`src/rtl/vram_pkg.sv`:
```
// Shared types for the VRAM write engine: opcodes, FSM states and the queued command record.
package vram_pkg;

  localparam logic OP_PLOT = 1'b0;
  localparam logic OP_FILL = 1'b1;

  // Colour field is sized for the widest supported pixel; narrower builds zero-extend.
  localparam int CMD_COLOUR_W = 24;

  typedef enum logic [1:0] {
    S_IDLE,
    S_PLOT,
    S_FILL,
    S_CLEAR
  } state_t;

  typedef struct packed {
    logic [CMD_COLOUR_W-1:0] colour;
    logic                    op;
    logic [7:0]              x0;
    logic [7:0]              y0;
    logic [7:0]              x1;
    logic [7:0]              y1;
  } cmd_t;

endpackage

```
`src/rtl/vram_write_engine_if.sv`:
```
// Command port and framebuffer write port of the VRAM write engine.
interface vram_write_engine_if #(
  parameter int COLOUR_BITS = 12,
  parameter int ADDR_W      = 16
);
  logic                   cmd_valid;
  logic                   cmd_ready;
  logic                   cmd_op;
  logic [7:0]             cmd_x0;
  logic [7:0]             cmd_y0;
  logic [7:0]             cmd_x1;
  logic [7:0]             cmd_y1;
  logic [COLOUR_BITS-1:0] cmd_colour;
  logic                   fb_we;
  logic [ADDR_W-1:0]      fb_addr;
  logic [COLOUR_BITS-1:0] fb_data;
  logic                   busy;

  modport master (
    output cmd_valid, cmd_op, cmd_x0, cmd_y0, cmd_x1, cmd_y1, cmd_colour,
    input  cmd_ready, fb_we, fb_addr, fb_data, busy
  );

  modport slave (
    input  cmd_valid, cmd_op, cmd_x0, cmd_y0, cmd_x1, cmd_y1, cmd_colour,
    output cmd_ready, fb_we, fb_addr, fb_data, busy
  );
endinterface

```
`src/rtl/vram_cmd_fifo.sv`:
```
// Synchronous command FIFO with occupancy counter; DEPTH must be a power of two.
module vram_cmd_fifo #(
  parameter int DEPTH = 4,
  parameter int W     = 8
) (
  input  logic         clk,
  input  logic         resetn,
  input  logic         push,
  input  logic [W-1:0] wdata,
  input  logic         pop,
  output logic [W-1:0] rdata,
  output logic         full,
  output logic         empty
);
  localparam int PW = (DEPTH > 1) ? $clog2(DEPTH) : 1;
  localparam int CW = $clog2(DEPTH + 1);

  logic [W-1:0]  mem [DEPTH];
  logic [PW-1:0] wr_ptr, rd_ptr;
  logic [CW-1:0] count;
  logic          do_push, do_pop;

  assign full    = (count == CW'(DEPTH));
  assign empty   = (count == '0);
  assign do_pop  = pop && !empty;
  // A push while full is accepted only when a pop frees the slot in the same cycle.
  assign do_push = push && (!full || pop);
  assign rdata   = mem[rd_ptr];

  always_ff @(posedge clk) begin
    if (do_push) mem[wr_ptr] <= wdata;
  end

  always_ff @(posedge clk or negedge resetn) begin
    if (!resetn) begin
      wr_ptr <= '0;
      rd_ptr <= '0;
      count  <= '0;
    end else begin
      if (do_push) wr_ptr <= wr_ptr + PW'(1);
      if (do_pop)  rd_ptr <= rd_ptr + PW'(1);
      case ({do_push, do_pop})
        2'b10:   count <= count + CW'(1);
        2'b01:   count <= count - CW'(1);
        default: count <= count;
      endcase
    end
  end
endmodule

```
`src/rtl/vram_write_engine.sv`:
```
// Framebuffer write front-end: queues PLOT/FILL commands and emits one write per clock.
// Build option VRAM_CLEAR_EN: reset exits into a full-screen clear to colour 0.
module vram_write_engine
  import vram_pkg::*;
#(
  parameter int H_RES       = 160,
  parameter int V_RES       = 120,
  parameter int COLOUR_BITS = 12,
  parameter int ADDR_W      = 16,
  parameter int FIFO_DEPTH  = 4
) (
  input logic               clk,
  input logic               resetn,
  vram_write_engine_if.slave bus
);
  localparam int PIXELS = H_RES * V_RES;
`ifdef VRAM_CLEAR_EN
  localparam state_t RESET_STATE = S_CLEAR;
`else
  localparam state_t RESET_STATE = S_IDLE;
`endif

  state_t            state, state_nx;
  cmd_t              wr_cmd, head, head_c, cur;
  logic              full, empty, push, pop;
  logic [7:0]        xc, yc;
  logic [ADDR_W-1:0] row_base;
  logic              plot_ok, fill_drop, fill_last;

  assign bus.cmd_ready = !full && (state != S_CLEAR);
  assign bus.busy      = !empty || (state != S_IDLE);
  assign push          = bus.cmd_valid && bus.cmd_ready;
  assign pop           = (state == S_IDLE) && !empty;

  always_comb begin
    wr_cmd.colour = CMD_COLOUR_W'(bus.cmd_colour);
    wr_cmd.op     = bus.cmd_op;
    wr_cmd.x0     = bus.cmd_x0;
    wr_cmd.y0     = bus.cmd_y0;
    wr_cmd.x1     = bus.cmd_x1;
    wr_cmd.y1     = bus.cmd_y1;
  end

  vram_cmd_fifo #(
    .DEPTH (FIFO_DEPTH),
    .W     ($bits(cmd_t))
  ) u_fifo (
    .clk    (clk),
    .resetn (resetn),
    .push   (push),
    .wdata  (wr_cmd),
    .pop    (pop),
    .rdata  (head),
    .full   (full),
    .empty  (empty)
  );

  // Clamp the rectangle corner on pop so FILL only compares against stored bounds.
  always_comb begin
    head_c = head;
    if (int'(head.x1) > H_RES - 1) head_c.x1 = 8'(H_RES - 1);
    if (int'(head.y1) > V_RES - 1) head_c.y1 = 8'(V_RES - 1);
  end

  assign plot_ok   = (int'(cur.x0) < H_RES) && (int'(cur.y0) < V_RES);
  assign fill_drop = (cur.x0 > cur.x1) || (cur.y0 > cur.y1);
  assign fill_last = (xc == cur.x1) && (yc == cur.y1);

  always_ff @(posedge clk or negedge resetn) begin
    if (!resetn) state <= RESET_STATE;
    else         state <= state_nx;
  end

  always_comb begin
    state_nx = state;
    case (state)
      S_IDLE:  if (!empty) state_nx = (head.op == OP_FILL) ? S_FILL : S_PLOT;
      S_PLOT:  state_nx = S_IDLE;
      S_FILL:  if (fill_drop || fill_last) state_nx = S_IDLE;
      S_CLEAR: if (row_base == ADDR_W'(PIXELS - 1)) state_nx = S_IDLE;
      default: state_nx = S_IDLE;
    endcase
  end

  // row_base doubles as the sweep address while clearing.
  always_ff @(posedge clk or negedge resetn) begin
    if (!resetn) begin
      cur         <= '0;
      xc          <= '0;
      yc          <= '0;
      row_base    <= '0;
      bus.fb_we   <= 1'b0;
      bus.fb_addr <= '0;
      bus.fb_data <= '0;
    end else begin
      case (state)
        S_IDLE: begin
          bus.fb_we <= 1'b0;
          if (!empty) begin
            cur      <= head_c;
            xc       <= head.x0;
            yc       <= head.y0;
            row_base <= ADDR_W'(32'(head.y0) * H_RES);
          end
        end
        S_PLOT: begin
          bus.fb_we <= plot_ok;
          if (plot_ok) begin
            bus.fb_addr <= row_base + ADDR_W'(cur.x0);
            bus.fb_data <= COLOUR_BITS'(cur.colour);
          end
        end
        S_FILL: begin
          if (fill_drop) begin
            bus.fb_we <= 1'b0;
          end else begin
            bus.fb_we   <= 1'b1;
            bus.fb_addr <= row_base + ADDR_W'(xc);
            bus.fb_data <= COLOUR_BITS'(cur.colour);
            if (xc == cur.x1) begin
              xc       <= cur.x0;
              yc       <= yc + 8'd1;
              row_base <= row_base + ADDR_W'(H_RES);
            end else begin
              xc <= xc + 8'd1;
            end
          end
        end
        S_CLEAR: begin
          bus.fb_we   <= 1'b1;
          bus.fb_addr <= row_base;
          bus.fb_data <= '0;
          row_base    <= row_base + ADDR_W'(1);
        end
        default: bus.fb_we <= 1'b0;
      endcase
    end
  end
endmodule

```
`src/flat_wrapper.sv`:
```
// flat-port wrapper written by rule: the top's interface ports become plain ports
module vram_write_engine_flat import vram_pkg::*;
#(
  parameter int H_RES       = 160,
  parameter int V_RES       = 120,
  parameter int COLOUR_BITS = 12,
  parameter int ADDR_W      = 16,
  parameter int FIFO_DEPTH  = 4
)
  (clk, resetn, bus_cmd_valid, bus_cmd_op, bus_cmd_x0, bus_cmd_y0, bus_cmd_x1, bus_cmd_y1, bus_cmd_colour, bus_cmd_ready, bus_fb_we, bus_fb_addr, bus_fb_data, bus_busy);
  vram_write_engine_if #(.COLOUR_BITS(COLOUR_BITS), .ADDR_W(ADDR_W)) bus_i ();
  input logic clk;
  input logic resetn;
  input wire logic [$bits(bus_i.cmd_valid)-1:0] bus_cmd_valid;
  input wire logic [$bits(bus_i.cmd_op)-1:0] bus_cmd_op;
  input wire logic [$bits(bus_i.cmd_x0)-1:0] bus_cmd_x0;
  input wire logic [$bits(bus_i.cmd_y0)-1:0] bus_cmd_y0;
  input wire logic [$bits(bus_i.cmd_x1)-1:0] bus_cmd_x1;
  input wire logic [$bits(bus_i.cmd_y1)-1:0] bus_cmd_y1;
  input wire logic [$bits(bus_i.cmd_colour)-1:0] bus_cmd_colour;
  output wire logic [$bits(bus_i.cmd_ready)-1:0] bus_cmd_ready;
  output wire logic [$bits(bus_i.fb_we)-1:0] bus_fb_we;
  output wire logic [$bits(bus_i.fb_addr)-1:0] bus_fb_addr;
  output wire logic [$bits(bus_i.fb_data)-1:0] bus_fb_data;
  output wire logic [$bits(bus_i.busy)-1:0] bus_busy;
  assign bus_i.cmd_valid = bus_cmd_valid;
  assign bus_i.cmd_op = bus_cmd_op;
  assign bus_i.cmd_x0 = bus_cmd_x0;
  assign bus_i.cmd_y0 = bus_cmd_y0;
  assign bus_i.cmd_x1 = bus_cmd_x1;
  assign bus_i.cmd_y1 = bus_cmd_y1;
  assign bus_i.cmd_colour = bus_cmd_colour;
  assign bus_cmd_ready = bus_i.cmd_ready;
  assign bus_fb_we = bus_i.fb_we;
  assign bus_fb_addr = bus_i.fb_addr;
  assign bus_fb_data = bus_i.fb_data;
  assign bus_busy = bus_i.busy;
  vram_write_engine #(.H_RES(H_RES), .V_RES(V_RES), .COLOUR_BITS(COLOUR_BITS), .ADDR_W(ADDR_W), .FIFO_DEPTH(FIFO_DEPTH)) u_core (.clk(clk), .resetn(resetn), .bus(bus_i));
endmodule
```
`config.mk`:
```
export PLATFORM = sky130hd
export DESIGN_NAME = vram_write_engine_flat
export DESIGN_NICKNAME = d
export VERILOG_FILES = /design/src/rtl/vram_pkg.sv /design/src/rtl/vram_write_engine_if.sv /design/src/rtl/vram_cmd_fifo.sv /design/src/rtl/vram_write_engine.sv /design/src/flat_wrapper.sv
export SDC_FILE = /design/constraint.sdc
export NUM_CORES = 1
export LEC_CHECK = 0
export BUFFER_PORTS_ARGS = -buffer_cell sky130_fd_sc_hd__buf_4
export CORE_ASPECT_RATIO = 0.75
export CORE_UTILIZATION = 40
export DETAILED_ROUTE_END_ITERATION = 10
export GPL_TIMING_DRIVEN = 0
export HOLD_SLACK_MARGIN = 0.03
export PLACE_DENSITY_LB_ADDON = 0.08
export SLEW_MARGIN = 20
export SYNTH_ARGS = -nofsm -noshare
export SYNTH_HDL_FRONTEND = slang
export SYNTH_SLANG_ARGS = --single-unit
```
`constraint.sdc`:
```
create_clock -name clk -period 7.5 [get_ports clk]
set_clock_uncertainty 0.15 [all_clocks]
set_input_delay 0.75 -clock clk [delete_from_list [all_inputs] [get_ports clk]]
set_output_delay 0.75 -clock clk [all_outputs]
set_load 0.005 [all_outputs]
```
# --- Word-level counts from Yosys, hierarchy flattened ---
# Memories as Yosys holds them, arrays and structs flattened.
# Cells that the tools add are included.
totals:
  ramBits: 180
  word_cells: 106
  out_inout_bits: 31
  n_memories: 1
  register_bits: 114
memory_table:
  columns: ["memory", "depth", "word_bits", "read_ports", "rd_clocked_by_memory_dff", "wr", "line", "text"]
  rows:
  - ["u_core.u_fifo.mem", 4, 45, 1, 0, 1, "vram_cmd_fifo.sv:18", "logic [W-1:0] mem [DEPTH];"]
classes:
  addsub: 10
  eq_ne: 16
  n_lt_le_gt_ge: 6
  reduce_logical: 26
  mul: 1
  muxes: 30
  n_bitwise: 1
op_table:
  columns: ["op", "count"]
  rows:
  - ["$pmux 16 s3", 2]
  - ["$mux 16", 5]
  - ["$mux 8", 8]
  - ["$pmux 12 s3", 1]
  - ["$add 16x8->16", 2]
  - ["$pmux 8 s2", 2]
  - ["$mux 12", 2]
  - ["$add 16x1->16 const B", 1]
  - ["$add 16x8->16 const B", 1]
  - ["$add 8x1->8 const B", 2]
  - ["$eq 16x15->1 const B", 1]
  - ["$eq 8x8->1", 2]
  - ["$gt 8x8->1", 2]
  - ["$mul 8x3->11 const B", 1]
  - ["$reduce_and 3->1", 3]
  - ["$gt 8x7->1 const B", 1]
  - ["$gt 8x8->1 const B", 1]
  - ["$lt 8x7->1 const B", 1]
  - ["$lt 8x8->1 const B", 1]
  - ["$mux 2", 4]
  - ["$ne 2x1->1 const B", 4]
  - ["$pmux 2 s4", 1]
  - ["$reduce_and 4->1", 2]
  - ["$logic_and 1x1->1", 7]
  - ["other kinds (18)", 33]

# --- Logic depth before layout (Yosys ltp) ---
# Gate-level depths: netlist (run 1).
logic_depth:
  ltp_word: 7
  ltp_mapped: 15
  ltp_nobuf: 13

# --- Cells and area by module ---
# Synthesis (run 1) repeated with hierarchy kept, for this count alone.
unflattened:
  cells_unflattened: 1034
  area_unflattened_um2: 15469.8
modules_own_cells:
  columns: ["module", "area_each_um2", "cells_each", "seq_area_each_um2", "instances"]
  rows:
  - ["vram_cmd_fifo", 8639.5, 336, 7021.7, 1]
  - ["vram_write_engine", 6830.3, 698, 2677.6, 1]

# --- Worst setup path before layout (run 1) ---
# No wires, ideal clock.
synth_timing:
  path_kind: "reg2reg"
  startpoint: "register u_core.state[0]"
  endpoint: "register u_core.bus.fb_addr[10]"
  path_stages_with_launch: 14
  slack_ns: 4.037
  setup_time_ns: 0.125
  t_arrival_ns: 3.188
  period_less_slack_ns: 3.463
  cell_sequence: "dfrtp_1 inv_1 ha_1 clkbuf_1 clkbuf_1 mux2_2 ha_1 a211oi_1 nor2_1 o31ai_1 a211oi_1 nand3_1 xnor2_1 mux2_2"
synth_via:
  elab_chain_cells: 3
  word_cells_on_any_way: 8
  classes_between: "eq/ne: 5; mux: 1; reduce/logical: 2"
synth_rtl:
  columns: ["element", "line", "text"]
  rows:
  - ["start, declared", "vram_write_engine.sv:23", "state_t state, state_nx;"]
  - ["start signal, assigned", "vram_write_engine.sv:71", "else state <= state_nx;"]
  - ["$eq 2x2->1 / $eq 2x1->1 (equally long branches)", "vram_write_engine.sv:96", "case (state)"]
  - ["$ne 2x2->1 (no line), or another cell as far along", null, null]
  - ["$reduce_and 3->1 (no line)", null, null]
  - ["end signal, assigned", "vram_write_engine.sv:109", "bus.fb_addr <= row_base + ADDR_W'(cur.x0);"]
  - ["end signal, assigned", "vram_write_engine.sv:118", "bus.fb_addr <= row_base + ADDR_W'(xc);"]
  - ["end signal, assigned", "vram_write_engine.sv:131", "bus.fb_addr <= row_base;"]
  - ["end, declared", "vram_write_engine_if.sv:26", "output cmd_ready, fb_we, fb_addr, fb_data, busy"]
# Several ways; a longest one is shown, not always the timed one.
# A chain may end at the register's enable or synchronous reset.

# --- Worst setup path after layout (run 1) ---
# Ends and elaborated chain as after synthesis.

==> metrics.txt, run 1 <==
dpl ws 3.084 ns; latest clock arrival within the worst-skew pair 0.58 ns; portion of total power attributed to sequential cells 32.9%; TritonRoute pass-1 iters 4; asr flop ratio synth 38.78%; global-route met3 utilization 3.716%; share of layout cells above drive strength 1 20.46%; part of the total power dissipated in the clock network 18.9%; sequential fraction of the synthesis area 59.95%; CTS clock-pin slew for the worst setup and hold paths 0.06 ns; Synthesized Nets 1144; most frequent cells in the layout sky130_fd_sc_hd__edfxtp_1, sky130_fd_sc_hd__nand2_1, sky130_fd_sc_hd__dfrtp_1, sky130_fd_sc_hd__buf_4, sky130_fd_sc_hd__o21ai_0; Top Family by Delay on Critical Path buffers and inverters; number of antenna violations at the first check in global routing 0; maximum single-stage delay on the critical path 0.70 ns; placeable core region 0.03374 mm2; Die Span X 216.3 um; multi-input combinational cell area 0.005179 mm2; Max Freq 226.1 MHz; post-route worst setup slack 3.076 ns; count of fill cells added during filler insertion 3070; number of nets in the finished design 1261; sink count of the clock tree 294; number of vias in the routed layout 8634; root buffer cell sky130_fd_sc_hd__clkbuf_16; synthesized instance count 1042; first-pass GRT wire length 52.65 mm; power density over the cells 479.5 mW/mm2; number of gates resized after CTS 0; number of max-slew violations in the final report 0; average footprint of a synthesized cell 13.22 um2; GRT overflow 0; total area of sequential cells 0.008258 mm2; Post-synth EDFFs 180; Hold Buf Count CTS 1; max capacitance violation total 0; routability congestion estimate 0.8726; pin count of the biggest net entering global routing 81; number of hold violations in the final report 0; Routed Wire Length 33.09 mm; largest fanout on the critical path 10; type of element launching the critical path flop; result of the run complete, no violations; critical path cell sequence inv_1 -> ha_1 -> clkbuf_1 -> clkbuf_1 -> mux2_2 -> ha_1 -> a211oi_1 -> nor2_1 -> o31ai_1 -> a211oi_1 -> nand3_1 -> xnor2_1 -> mux2_2; clock tree from TritonCTS built; filler-free cell count of the finished design 1633; number of buffers added by the clock tree synthesis step 31; worst relative slew slack 41.88%; required arrival time at the worst endpoint 7.80 ns; Buffers & Inverters on Critical Path 3; Area Growth Syn to Fin 16.47%; number of placed cells counting well taps 1575; endpoint class of the critical path flop; via count of the first global-routing pass 8933; switching part of the total 39.20%; library cell contributing the largest single delay on the critical path sky130_fd_sc_hd__a211oi_1; number of distinct library cells after synthesis 65; Period minus WS final 4.424 ns; flip-flop and latch count after synthesis 294; HPWL reported at the end of detailed placement 23.05 mm; critical path class reg2reg; Internal Power 4.678 mW; portion of total power attributed to combinational logic 48.2%; worst IR drop on VDD 0.0002046 V; Synth Warn # 0; GRT Max-Usage Layer met1; level count of the clock H-tree 1; Vias/cell 5.287; Final TNS setup 0 ns; clk buf depth 3; Synth Cell Area 0.01378 mm2; CP Data Arrival Time 4.73 ns; Leakage 6.255 nW; count of input and output buffers 78; most common cell after layout, fill and taps aside sky130_fd_sc_hd__edfxtp_1; Boundary Pins 79; kind of path behind the tightest hold check in2reg; DRC Markers 0; met2 track utilization from global routing 29.06%; GR Util All Layers 19.53%; initial core utilization 40.82%; antenna diode instance count 0; number of DRC markers in iteration 0 611; grt met1 use 29.76%; average detailed-routed wire length per instance 20.27 um; remaining number of nets flagged by the antenna check after routing 0; Tightest Pin Transition 0.8718 ns; setup repair after global routing missed its margin false; worst hold slack 0.2157 ns; predominant post-synthesis flop cell sky130_fd_sc_hd__edfxtp_1; final-report setup violation count 0; die area 0.03519 mm2; Post-CTS Repair Setup Buffers 0; Psw 3.016 mW; share of the clock period used by the worst path 58.98%; Rows 58; final core utilization 47.55%; Die H 162.7 um
==> metal layers <==
metal / vias to the layer above / wire length [um]
met5: - / 0
met4: 0 / 584
met3: 45 / 1566
met2: 173 / 14080
met1: 4334 / 16860
li1: 4082 / -
==> registers in the layout, summed over array words and instances (netlist names), 3 cells and up <==
signal	cells
u_core.row_base	16
u_core.u_fifo.mem	180
u_core.yc	8
u_core.bus.fb_addr	16
u_core.xc	8
u_core.u_fifo.count	3
u_core.bus.fb_data	12
u_core.cur	44
==> cells in the mapped netlist, drive strengths merged (3+ instances only) <==
cell     instances  area [um2]
a211oi           8       60.06
a21o             8       60.06
a21oi           34       173.9
a2bb2oi          7       61.31
a31oi           11       68.82
and2             3       18.77
and3            12       75.07
buf             14       70.06
clkbuf          41       153.9
dfrtp          114        2853
edfxtp         180        5405
fa               3       60.06
ha              51       638.1
inv             35       131.4
mux2            47       529.3
mux2i            7       70.07
mux4            45        1013
nand2          140       528.0
nand2b           4       25.02
nand3           17       85.08
nand4           12       75.07
nor2            39       148.9
nor2b           17       106.4
nor3            19       106.4
nor3b            3       22.52
nor4             4       31.28
o211ai           4       30.03
o21a             4       30.03
o21ai           58       290.3
o22a             4       35.03
o22ai            4       25.02
o31a             4       35.03
o31ai            5       37.54
or2              3       18.77
or3              3       18.77
xnor2           31       271.5
xor2            18       157.7
==> kinds of logic (layout without fill, tap and decap cells) <==
logic type | Yosys count | count (layout) | share of synthesized area, %
AO/OA/AOI/OAI | 173 | 173 | 8.038
XOR/XNOR | 49 | 49 | 3.115
adder cells (fa/ha/maj) | 54 | 54 | 5.068
buffers and inverters | 91 | 232 | 2.607
flip-flops | 294 | 294 | 59.95
multiplexers | 99 | 99 | 11.71
AND/OR/NAND/NOR | 282 | 282 | 9.519
==> power by group through the flow <==
stage,Sequential [mW],Clock [mW],Combinational [mW]
after floorplan,2.48,0,2.59
after global placement,2.57,0,3.65
after detailed placement,2.56,0,3.73
after CTS,2.53,1.50,3.75
after global routing,2.59,1.56,4.14
final,2.53,1.45,3.71
==> final timing paths <==
kind	from	endpoint	slack, ns	depth (start not counted)
setup / recovery	u_core.state[0]$_DFFE_PN0P_	u_core.bus.fb_addr[10]$_DFFE_PN0P_	3.08	13
hold / removal	bus_cmd_x1[4]	u_core.u_fifo.mem[0][12]$_DFFE_PP_	0.22	1
setup reg to reg	u_core.state[0]$_DFFE_PN0P_	u_core.bus.fb_addr[10]$_DFFE_PN0P_	3.08	13
hold reg to reg	u_core.cur[40]$_DFFE_PN0N_	u_core.cur[40]$_DFFE_PN0N_	0.32	2
max in group asynchronous	resetn	u_core.cur[39]$_DFFE_PN0N_	5.99	3
min in group asynchronous	resetn	u_core.cur[28]$_DFFE_PN0N_	0.49	2
==> through the flow <==
stage	area (um2)	power, mW
after floorplan	13780	5.076
after global placement	14920	6.226
after detailed placement	15080	6.286
after CTS	16040	7.782
after global routing	16040	8.285
final	16040	7.693
==> final cells by class <==
class / instances / share of cell area [%]
multi-input combinational: 657 / 32.28
inverter: 36 / 0.8422
timing repair buffer: 84 / 4.570
clock buffer: 41 / 5.194
sequential: 294 / 51.47
tap: 450 / 3.509
buffer: 55 / 1.396
clock inverter: 16 / 0.7409
Power figures use the tool's default switching activity.
==> run 2: changes to the inputs <==
Clock period 7.5 ns to 4.31 ns, I/O delays scaled along.
==> metrics.txt, run 2 (same netlist as run 1, synthesis figures left out) <==
result of the run complete, no violations (unchanged); met2 wirelength from detailed routing 14.15 mm (was 14.08 mm); sink count of the clock tree 294 (unchanged); length in cells of the worst reg-to-reg path 13 (unchanged); TritonRoute pass-1 iters 5 (was 4); Tightest Pin Transition 0.8545 ns (was 0.8718 ns); endpoint class of the critical path flop (unchanged); count of input and output buffers 78 (unchanged); number of vias in the routed layout 8775 (was 8634); dpl ws -0.1063 ns (was 3.084 ns); clk buf depth 3 (unchanged); start point of the worst hold path bus_cmd_valid (was bus_cmd_x1[4]); level count of the clock H-tree 1 (unchanged); worst IR drop on VDD 0.0003643 V (was 0.0002046 V); uppermost layer routed met4 (unchanged); DR WL met3 1.663 mm (was 1.566 mm); number of DRC markers in iteration 0 585 (was 611); number of buffers added by the clock tree synthesis step 31 (unchanged); filler-free cell count of the finished design 1678 (was 1633); GR Util All Layers 19.67% (was 19.53%); Post-CTS Repair Setup Buffers 0 (unchanged); power density over the cells 812.5 mW/mm2 (was 479.5 mW/mm2); count of fill cells added during filler insertion 3040 (was 3070); placeable core region 0.03374 mm2 (unchanged); required arrival time at the worst endpoint 4.61 ns (was 7.80 ns); endpoint of the lowest-slack register-to-register path u_core.bus.fb_addr[10]$_DFFE_PN0P_ (unchanged); die area 0.03519 mm2 (unchanged); largest register by flop count u_core.u_fifo.mem (unchanged); DRC Markers 0 (unchanged); CTS clock-pin slew for the worst setup and hold paths 0.06 ns (about the same); r2r setup slk 0.28 ns (was 3.08 ns); number of nets in the finished design 1306 (was 1261); GRT overflow 0 (unchanged); Vias/cell 5.229 (was 5.287); number of max-slew violations in the final report 0 (unchanged); number of cells traversed by the worst hold path 3 (was 1); Period minus WS final 4.029 ns (was 4.424 ns); post-route total power 13.41 mW (was 7.693 mW); HPWL reported at the end of detailed placement 23.05 mm (unchanged); reg-to-reg critical path startpoint u_core.state[0]$_DFFE_PN0P_ (unchanged); remaining number of nets flagged by the antenna check after routing 0 (unchanged); share of the clock period used by the worst path 93.48% (was 58.98%); Die H 162.7 um (unchanged); Routed Wire Length 33.25 mm (was 33.09 mm); Leakage 6.452 nW (was 6.255 nW); CP Data Arrival Time 4.33 ns (was 4.73 ns); number of antenna violations at the first check in global routing 0 (unchanged); post-route worst setup slack 0.2810 ns (was 3.076 ns); worst-case hold path end point u_core.u_fifo.wr_ptr[0]$_DFFE_PN0P_ (was u_core.u_fifo.mem[0][12]$_DFFE_PP_); first-pass GRT wire length 53.19 mm (was 52.65 mm); worst relative slew slack 43.04% (was 41.88%); number of placed cells counting well taps 1575 (unchanged); antenna diode instance count 0 (unchanged); Die Span X 216.3 um (unchanged); final-report setup violation count 0 (unchanged); kind of path behind the tightest hold check in2reg (unchanged); most frequent cells in the layout sky130_fd_sc_hd__edfxtp_1, sky130_fd_sc_hd__nand2_1, sky130_fd_sc_hd__dfrtp_1, sky130_fd_sc_hd__buf_4, sky130_fd_sc_hd__o21ai_0 (unchanged); initial core utilization 40.82% (unchanged); most common cell after layout, fill and taps aside sky130_fd_sc_hd__edfxtp_1 (unchanged); clock tree from TritonCTS built (unchanged); Max Freq 248.2 MHz (was 226.1 MHz); routability congestion estimate 0.8726 (unchanged); type of element launching the critical path flop (unchanged); Rows 58 (unchanged); critical path class reg2reg (unchanged); Regs by FF count u_core.u_fifo.mem: 180 flops, u_core.cur: 44 flops (unchanged); number of hold violations in the final report 0 (unchanged); detailed-route wire length on metal 1 16.89 mm (was 16.86 mm); via count of the first global-routing pass 9105 (was 8933); latest clock arrival within the worst-skew pair 0.58 ns (about the same); max capacitance violation total 0 (unchanged); pin count of the biggest net entering global routing 81 (unchanged); flip-flop count of the largest register, all copies and words added 180 (unchanged); root buffer cell sky130_fd_sc_hd__clkbuf_16 (unchanged); worst hold slack 0.1320 ns (was 0.2157 ns); Area Growth Syn to Fin 19.83% (was 16.47%); share of layout cells above drive strength 1 20.03% (was 20.46%); setup repair after global routing missed its margin false (unchanged); average detailed-routed wire length per instance 19.81 um (was 20.27 um); largest fanout on the critical path 10 (unchanged); Boundary Pins 79 (unchanged)
[run 2: worst max path at each step]
stage	start	end	slack, ns	cells past startpoint
2_1_floorplan	u_core.state[0]$_DFFE_PN0P_	u_core.bus.fb_addr[10]$_DFFE_PN0P_	0.85	13
3_3_place_gp	u_core.state[1]$_DFFE_PN0P_	u_core.u_fifo.mem[0][26]$_DFFE_PP_	-0.11	5
3_5_place_dp	u_core.state[0]$_DFFE_PN0P_	u_core.bus.fb_addr[10]$_DFFE_PN0P_	-0.11	13
4_1_cts	u_core.state[0]$_DFFE_PN0P_	u_core.bus.fb_addr[13]$_DFFE_PN0P_	0.0003	13
5_1_grt	u_core.state[0]$_DFFE_PN0P_	u_core.bus.fb_addr[10]$_DFFE_PN0P_	0.05	14
6_report	u_core.state[0]$_DFFE_PN0P_	u_core.bus.fb_addr[10]$_DFFE_PN0P_	0.28	13
[run 2: timing repair]
| item | in CTS | in global routing |
|---|---|---|
| setup endpoints to repair | 3 | 9 |
| hold buffers | 46 | 0 |
| resized for setup | 1 | 4 |
| pin swaps | 0 | 0 |
| endpoints found under the hold margin | 294 | 0 |
[run 2: per-stage QoR]
step / setup TNS, ns / instance area (um2) / util (%)
5_1_grt: 0 / 16510 / 48.92
3_5_place_dp: -0.2483 / 15080 / 44.69
2_1_floorplan: 0 / 13780 / -
6_report: 0 / 16510 / 48.92
3_3_place_gp: -11.83 / 14920 / 44.23
4_1_cts: 0 / 16500 / 48.90
[run 2: power breakdown]
part | leakage (nW) | switching [mW] | internal [mW] | total (mW)
combinational | 2.96 | 3.65 | 2.83 | 6.48
sequential | 3.02 | 0.486 | 3.92 | 4.41
clock | 0.464 | 1.11 | 1.42 | 2.53
total | 6.45 | 5.24 | 8.17 | 13.4
[run 2: critical path, cell delays in order (launching register included)]
cell	delay, ns
sky130_fd_sc_hd__dfrtp_1	0.40
sky130_fd_sc_hd__inv_1	0.16
sky130_fd_sc_hd__ha_1	0.17
sky130_fd_sc_hd__clkbuf_1	0.42
sky130_fd_sc_hd__clkbuf_2	0.38
sky130_fd_sc_hd__mux2_2	0.41
sky130_fd_sc_hd__fa_1	0.46
sky130_fd_sc_hd__a211oi_1	0.23
sky130_fd_sc_hd__nor2_1	0.11
sky130_fd_sc_hd__o31ai_1	0.34
sky130_fd_sc_hd__a211oi_2	0.22
sky130_fd_sc_hd__nand3_1	0.14
sky130_fd_sc_hd__xnor2_1	0.07
sky130_fd_sc_hd__mux2_2	0.26
[run 2: metal layers]
metal | up-vias | global-route usage [%]
met5 | - | 0
met4 | 0 | 3.713
met3 | 41 | 3.417
met2 | 187 | 29.25
met1 | 4375 | 30.22
li1 | 4172 | -
[run 2: area by class of cell]
class | count | area (um2) | share of cell area, %
clock inverter | 16 | 118.9 | 0.7201
buffer | 55 | 226.5 | 1.372
tap | 450 | 563.0 | 3.411
timing repair buffer | 129 | 1184 | 7.170
clock buffer | 41 | 833.3 | 5.048
inverter | 36 | 135.1 | 0.8186
sequential | 294 | 8258 | 50.03
multi-input combinational | 657 | 5189 | 31.43
==> run 3: changes to the inputs <==
Settings changed: ABC_AREA set to 1.
Clock period 4.31 ns to 3.5 ns, I/O delays scaled along.
==> metrics.txt, run 3 <==
Top Family by Delay on Critical Path simple AND/OR/NAND/NOR gates (was buffers and inverters); most common cell after layout, fill and taps aside sky130_fd_sc_hd__nand2_1 (was sky130_fd_sc_hd__edfxtp_1); most frequent cells in the layout sky130_fd_sc_hd__nand2_1, sky130_fd_sc_hd__edfxtp_1, sky130_fd_sc_hd__nor2_1, sky130_fd_sc_hd__inv_1 (was sky130_fd_sc_hd__edfxtp_1, sky130_fd_sc_hd__nand2_1, sky130_fd_sc_hd__dfrtp_1, sky130_fd_sc_hd__buf_4, sky130_fd_sc_hd__o21ai_0); library cell contributing the largest single delay on the critical path sky130_fd_sc_hd__dfrtp_1 (was sky130_fd_sc_hd__fa_1); Leakage 7.527 nW (was 6.452 nW); placeable core region 0.03499 mm2 (was 0.03374 mm2); pin count of the biggest net entering global routing 61 (was 81); met2 wirelength from detailed routing 16.71 mm (was 14.15 mm); worst hold slack 0.1583 ns (was 0.1320 ns); count of input and output buffers 78 (unchanged); flip-flop count of the largest register, all copies and words added 180 (unchanged); portion of total power attributed to sequential cells 31.4% (was 32.9%); number of buffers added by the clock tree synthesis step 31 (unchanged); Buffers & Inverters on Critical Path 6 (was 3); Area Growth Syn to Fin 21.15% (was 19.83%); clock tree from TritonCTS built (unchanged); flip-flop and latch count after synthesis 294 (unchanged); simple-gate area share of the yosys netlist 21.24% (was 9.519%); number of nets in the finished design 1798 (was 1306); maximum single-stage delay on the critical path 0.43 ns (was 0.46 ns); Psw 7.547 mW (was 5.242 mW); antenna diode instance count 0 (unchanged); worst IR drop on VDD 0.0004615 V (was 0.0003643 V); kind of path behind the tightest hold check in2async (was in2reg); critical path class reg2reg (unchanged); Die Span X 220.5 um (was 216.3 um); max capacitance violation total 0 (unchanged); remaining number of nets flagged by the antenna check after routing 0 (unchanged); via count of the first global-routing pass 10570 (was 9105); sink count of the clock tree 294 (unchanged); power density over the cells 1002 mW/mm2 (was 812.5 mW/mm2); largest register by flop count u_core.u_fifo.mem (unchanged); Internal Power 9.840 mW (was 8.171 mW); required arrival time at the worst endpoint 3.83 ns (was 4.61 ns); ranking of synthesized cells by instance count sky130_fd_sc_hd__nand2_1, sky130_fd_sc_hd__edfxtp_1, sky130_fd_sc_hd__nor2_1, sky130_fd_sc_hd__inv_1 (was sky130_fd_sc_hd__edfxtp_1, sky130_fd_sc_hd__nand2_1, sky130_fd_sc_hd__dfrtp_1, sky130_fd_sc_hd__o21ai_0, sky130_fd_sc_hd__ha_1); Regs by FF count u_core.u_fifo.mem: 180 flops, u_core.cur: 44 flops (unchanged); Final TNS setup 0 ns (unchanged); number of max-slew violations in the final report 0 (unchanged); Synth Cell Area 0.01433 mm2 (was 0.01378 mm2); sequential fraction of the synthesis area 57.64% (was 59.95%); DRC Markers 1 (was 0); number of distinct library cells after synthesis 45 (was 65); root buffer cell sky130_fd_sc_hd__clkbuf_16 (unchanged); worst relative slew slack 49.44% (was 43.04%); post-synth top area cell sky130_fd_sc_hd__edfxtp_1 (unchanged); detailed-route wire length on metal 1 19.06 mm (was 16.89 mm); final-report setup violation count 0 (unchanged); largest fanout on the critical path 10 (unchanged); GR Util All Layers 21.58% (was 19.67%); switching part of the total 43.41% (was 39.08%); number of DRC markers in iteration 0 808 (was 585); part of the total power dissipated in the clock network 20.5% (was 18.8%); Period minus WS final 3.216 ns (was 4.029 ns); level count of the clock H-tree 1 (unchanged); HPWL reported at the end of detailed placement 27.64 mm (was 23.05 mm); Vias/cell 5.083 (was 5.229); dominant cell by count in the synthesized netlist sky130_fd_sc_hd__nand2_1 (was sky130_fd_sc_hd__edfxtp_1); critical path cell sequence buf_2 -> buf_2 -> nand2_1 -> nand3_1 -> nand2_1 -> inv_1 -> ha_1 -> ha_1 -> inv_1 -> fa_1 -> inv_1 -> nand2_1 -> nand2_1 -> nand2_1 -> nand2_1 -> a21oi_1 -> inv_1 -> nand2_1 -> nand3_1 -> nand2_1 -> nand2_1 -> nand2_1 (was inv_1 -> ha_1 -> clkbuf_1 -> clkbuf_2 -> mux2_2 -> fa_1 -> a211oi_1 -> nor2_1 -> o31ai_1 -> a211oi_2 -> nand3_1 -> xnor2_1 -> mux2_2); latest clock arrival within the worst-skew pair 0.59 ns (was 0.58 ns); initial core utilization 40.95% (was 40.82%); mux contribution to synthesized area 0.2096% (was 11.71%); TritonRoute pass-1 iters 8 (was 5); post-route worst setup slack 0.2838 ns (was 0.2810 ns); Boundary Pins 79 (unchanged); share of layout cells above drive strength 1 12.84% (was 20.03%); routability congestion estimate 0.8659 (was 0.8726); violations in the final reports design-rule violations; share of the synthesized area in the top cell type 37.73% (was 39.24%); portion of total power attributed to combinational logic 48.1% (was 48.3%); asr flop ratio synth 38.78% (unchanged); setup repair after global routing missed its margin false (unchanged); DR WL met3 1.758 mm (was 1.663 mm); CTS clock-pin slew for the worst setup and hold paths 0.07 ns (was 0.06 ns); Tightest Pin Transition 0.7584 ns (was 0.8545 ns); Rows 59 (was 58); area share of xor/xnor cells in the synthesized design 1.284% (was 3.115%); Synth Warn # 0 (unchanged); average footprint of a synthesized cell 9.358 um2 (was 13.22 um2); share of the clock period used by the worst path 91.89% (was 93.48%); adder-cell share of the synthesized area 4.873% (was 5.068%); number of antenna violations at the first check in global routing 0 (unchanged); number of hold violations in the final report 0 (unchanged); predominant post-synthesis flop cell sky130_fd_sc_hd__edfxtp_1 (unchanged); synthesized instance count 1531 (was 1042); GRT overflow 0 (unchanged); Synthesized Nets 1633 (was 1144); number of vias in the routed layout 11070 (was 8775); compound-gate portion of the synthesized area 9.440% (was 8.038%); clk buf depth 3 (unchanged); average detailed-routed wire length per instance 17.50 um (was 19.81 um); first-pass GRT wire length 61.04 mm (was 53.19 mm); type of element launching the critical path flop (unchanged); Die H 165.9 um (was 162.7 um); dominant combinational cell family by area after synthesis simple AND/OR/NAND/NOR gates (was multiplexers); Post-CTS Repair Setup Buffers 0 (unchanged); dominant cell type by count on the critical path sky130_fd_sc_hd__nand2_1 (was sky130_fd_sc_hd__mux2_2); die area 0.03659 mm2 (was 0.03519 mm2); dpl ws 0.08310 ns (was -0.1063 ns); CP Data Arrival Time 3.54 ns (was 4.33 ns); Final Instance Area 0.01736 mm2 (was 0.01651 mm2); uppermost layer routed met4 (unchanged); dominant cells by area after synthesis sky130_fd_sc_hd__edfxtp_1, sky130_fd_sc_hd__dfrtp_1, sky130_fd_sc_hd__nand2_1, sky130_fd_sc_hd__ha_1, sky130_fd_sc_hd__o21ai_0 (was sky130_fd_sc_hd__edfxtp_1, sky130_fd_sc_hd__dfrtp_1, sky130_fd_sc_hd__mux4_2, sky130_fd_sc_hd__ha_1, sky130_fd_sc_hd__mux2_2); Max Freq 310.9 MHz (was 248.2 MHz); count of fill cells added during filler insertion 3299 (was 3040); Cell Area, Placed 0.01577 mm2 (was 0.01508 mm2); Post-synth EDFFs 180 (unchanged); result of the run finished, violations left (was complete, no violations); Routed Wire Length 38.11 mm (was 33.25 mm); endpoint class of the critical path flop (unchanged)
-- run 3: cell count changes in the layout (fill, tap and decap cells not counted), sizes merged, moves of 28 or more --
cell / change
nand2: +303
nor2: +111
nand3: +96
inv: +92
o21ai: +84
mux2: -47
mux4: -45
buf: +34
xnor2: -28
-- run 3: path summary, 6_finish.rpt --
kind,from,end,slack [ns],cells past startpoint
setup / recovery,u_core.u_fifo.rd_ptr[0]$_DFFE_PN0P_,u_core.row_base[14]$_DFFE_PN0P_,0.28,22
hold / removal,resetn,u_core.u_fifo.wr_ptr[0]$_DFFE_PN0P_,0.16,2
setup reg to reg,u_core.u_fifo.rd_ptr[0]$_DFFE_PN0P_,u_core.row_base[14]$_DFFE_PN0P_,0.28,22
hold reg to reg,u_core.bus.fb_addr[10]$_DFFE_PN0P_,u_core.bus.fb_addr[10]$_DFFE_PN0P_,0.34,2
max in group asynchronous,resetn,u_core.cur[43]$_DFFE_PN0N_,2.32,3
min in group clk,bus_cmd_valid,u_core.u_fifo.wr_ptr[0]$_DFFE_PN0P_,0.25,3
-- run 3: cell families after synthesis --
logic type | after synthesis
adder cells (fa/ha/maj) | 54
AO/OA/AOI/OAI | 237
buffers and inverters | 187
XOR/XNOR | 21
AND/OR/NAND/NOR | 735
multiplexers | 3
flip-flops | 294
-- run 3: worst register-to-register path: cells and delay by family, from the launching register on --
kind	cells	cell delay (ns)
AO/OA/AOI/OAI	1	0.08
adder cells (fa/ha/maj)	3	0.81
buffers and inverters	6	0.74
flip-flops	1	0.43
AND/OR/NAND/NOR	12	0.91
-- run 3: power groups by stage --
| stage | clock network (mW) | registers (mW) | logic (mW) |
|---|---|---|---|
| after detailed placement | 0 | 5.51 | 8.35 |
| final | 3.57 | 5.46 | 8.36 |
| after global placement | 0 | 5.57 | 8.03 |
| after global routing | 3.79 | 5.57 | 9.55 |
| after CTS | 3.64 | 5.45 | 8.41 |
| after floorplan | 0 | 5.36 | 5.58 |
-- run 3: metal layers --
layer / GRT usage, % / vias to the layer above
met5: 0 / -
met4: 3.812 / 0
met3: 3.223 / 40
met2: 32.10 / 221
met1: 33.46 / 5333
li1: - / 5476
-- run 3: area by class of cell --
| type | count | area [um2] | area share [%] |
|---|---|---|---|
| inverter | 126 | 475.5 | 2.739 |
| multi-input combinational | 1050 | 5346 | 30.80 |
| clock buffer | 40 | 859.6 | 4.952 |
| sequential | 294 | 8258 | 47.57 |
| tap | 457 | 571.8 | 3.294 |
| clock inverter | 18 | 254.0 | 1.463 |
| buffer | 59 | 290.3 | 1.672 |
| timing repair buffer | 134 | 1303 | 7.504 |
-- run 3: what timing repair did --
item                                    CTS  global route
endpoints found under the setup margin    0            10
hold endpoints to repair                234             0
hold buffers                             46             0
resized for setup                         0             9
-- run 3: through the flow --
stage | util, % | total power [mW] | std cells
floorplan | - | 10.94 | 1531
global placement | 44.25 | 13.60 | 2066
detailed placement | 45.07 | 13.85 | 2076
CTS | 49.57 | 17.50 | 2180
global route | 49.61 | 18.91 | 2178
finish | 49.61 | 17.39 | 2178
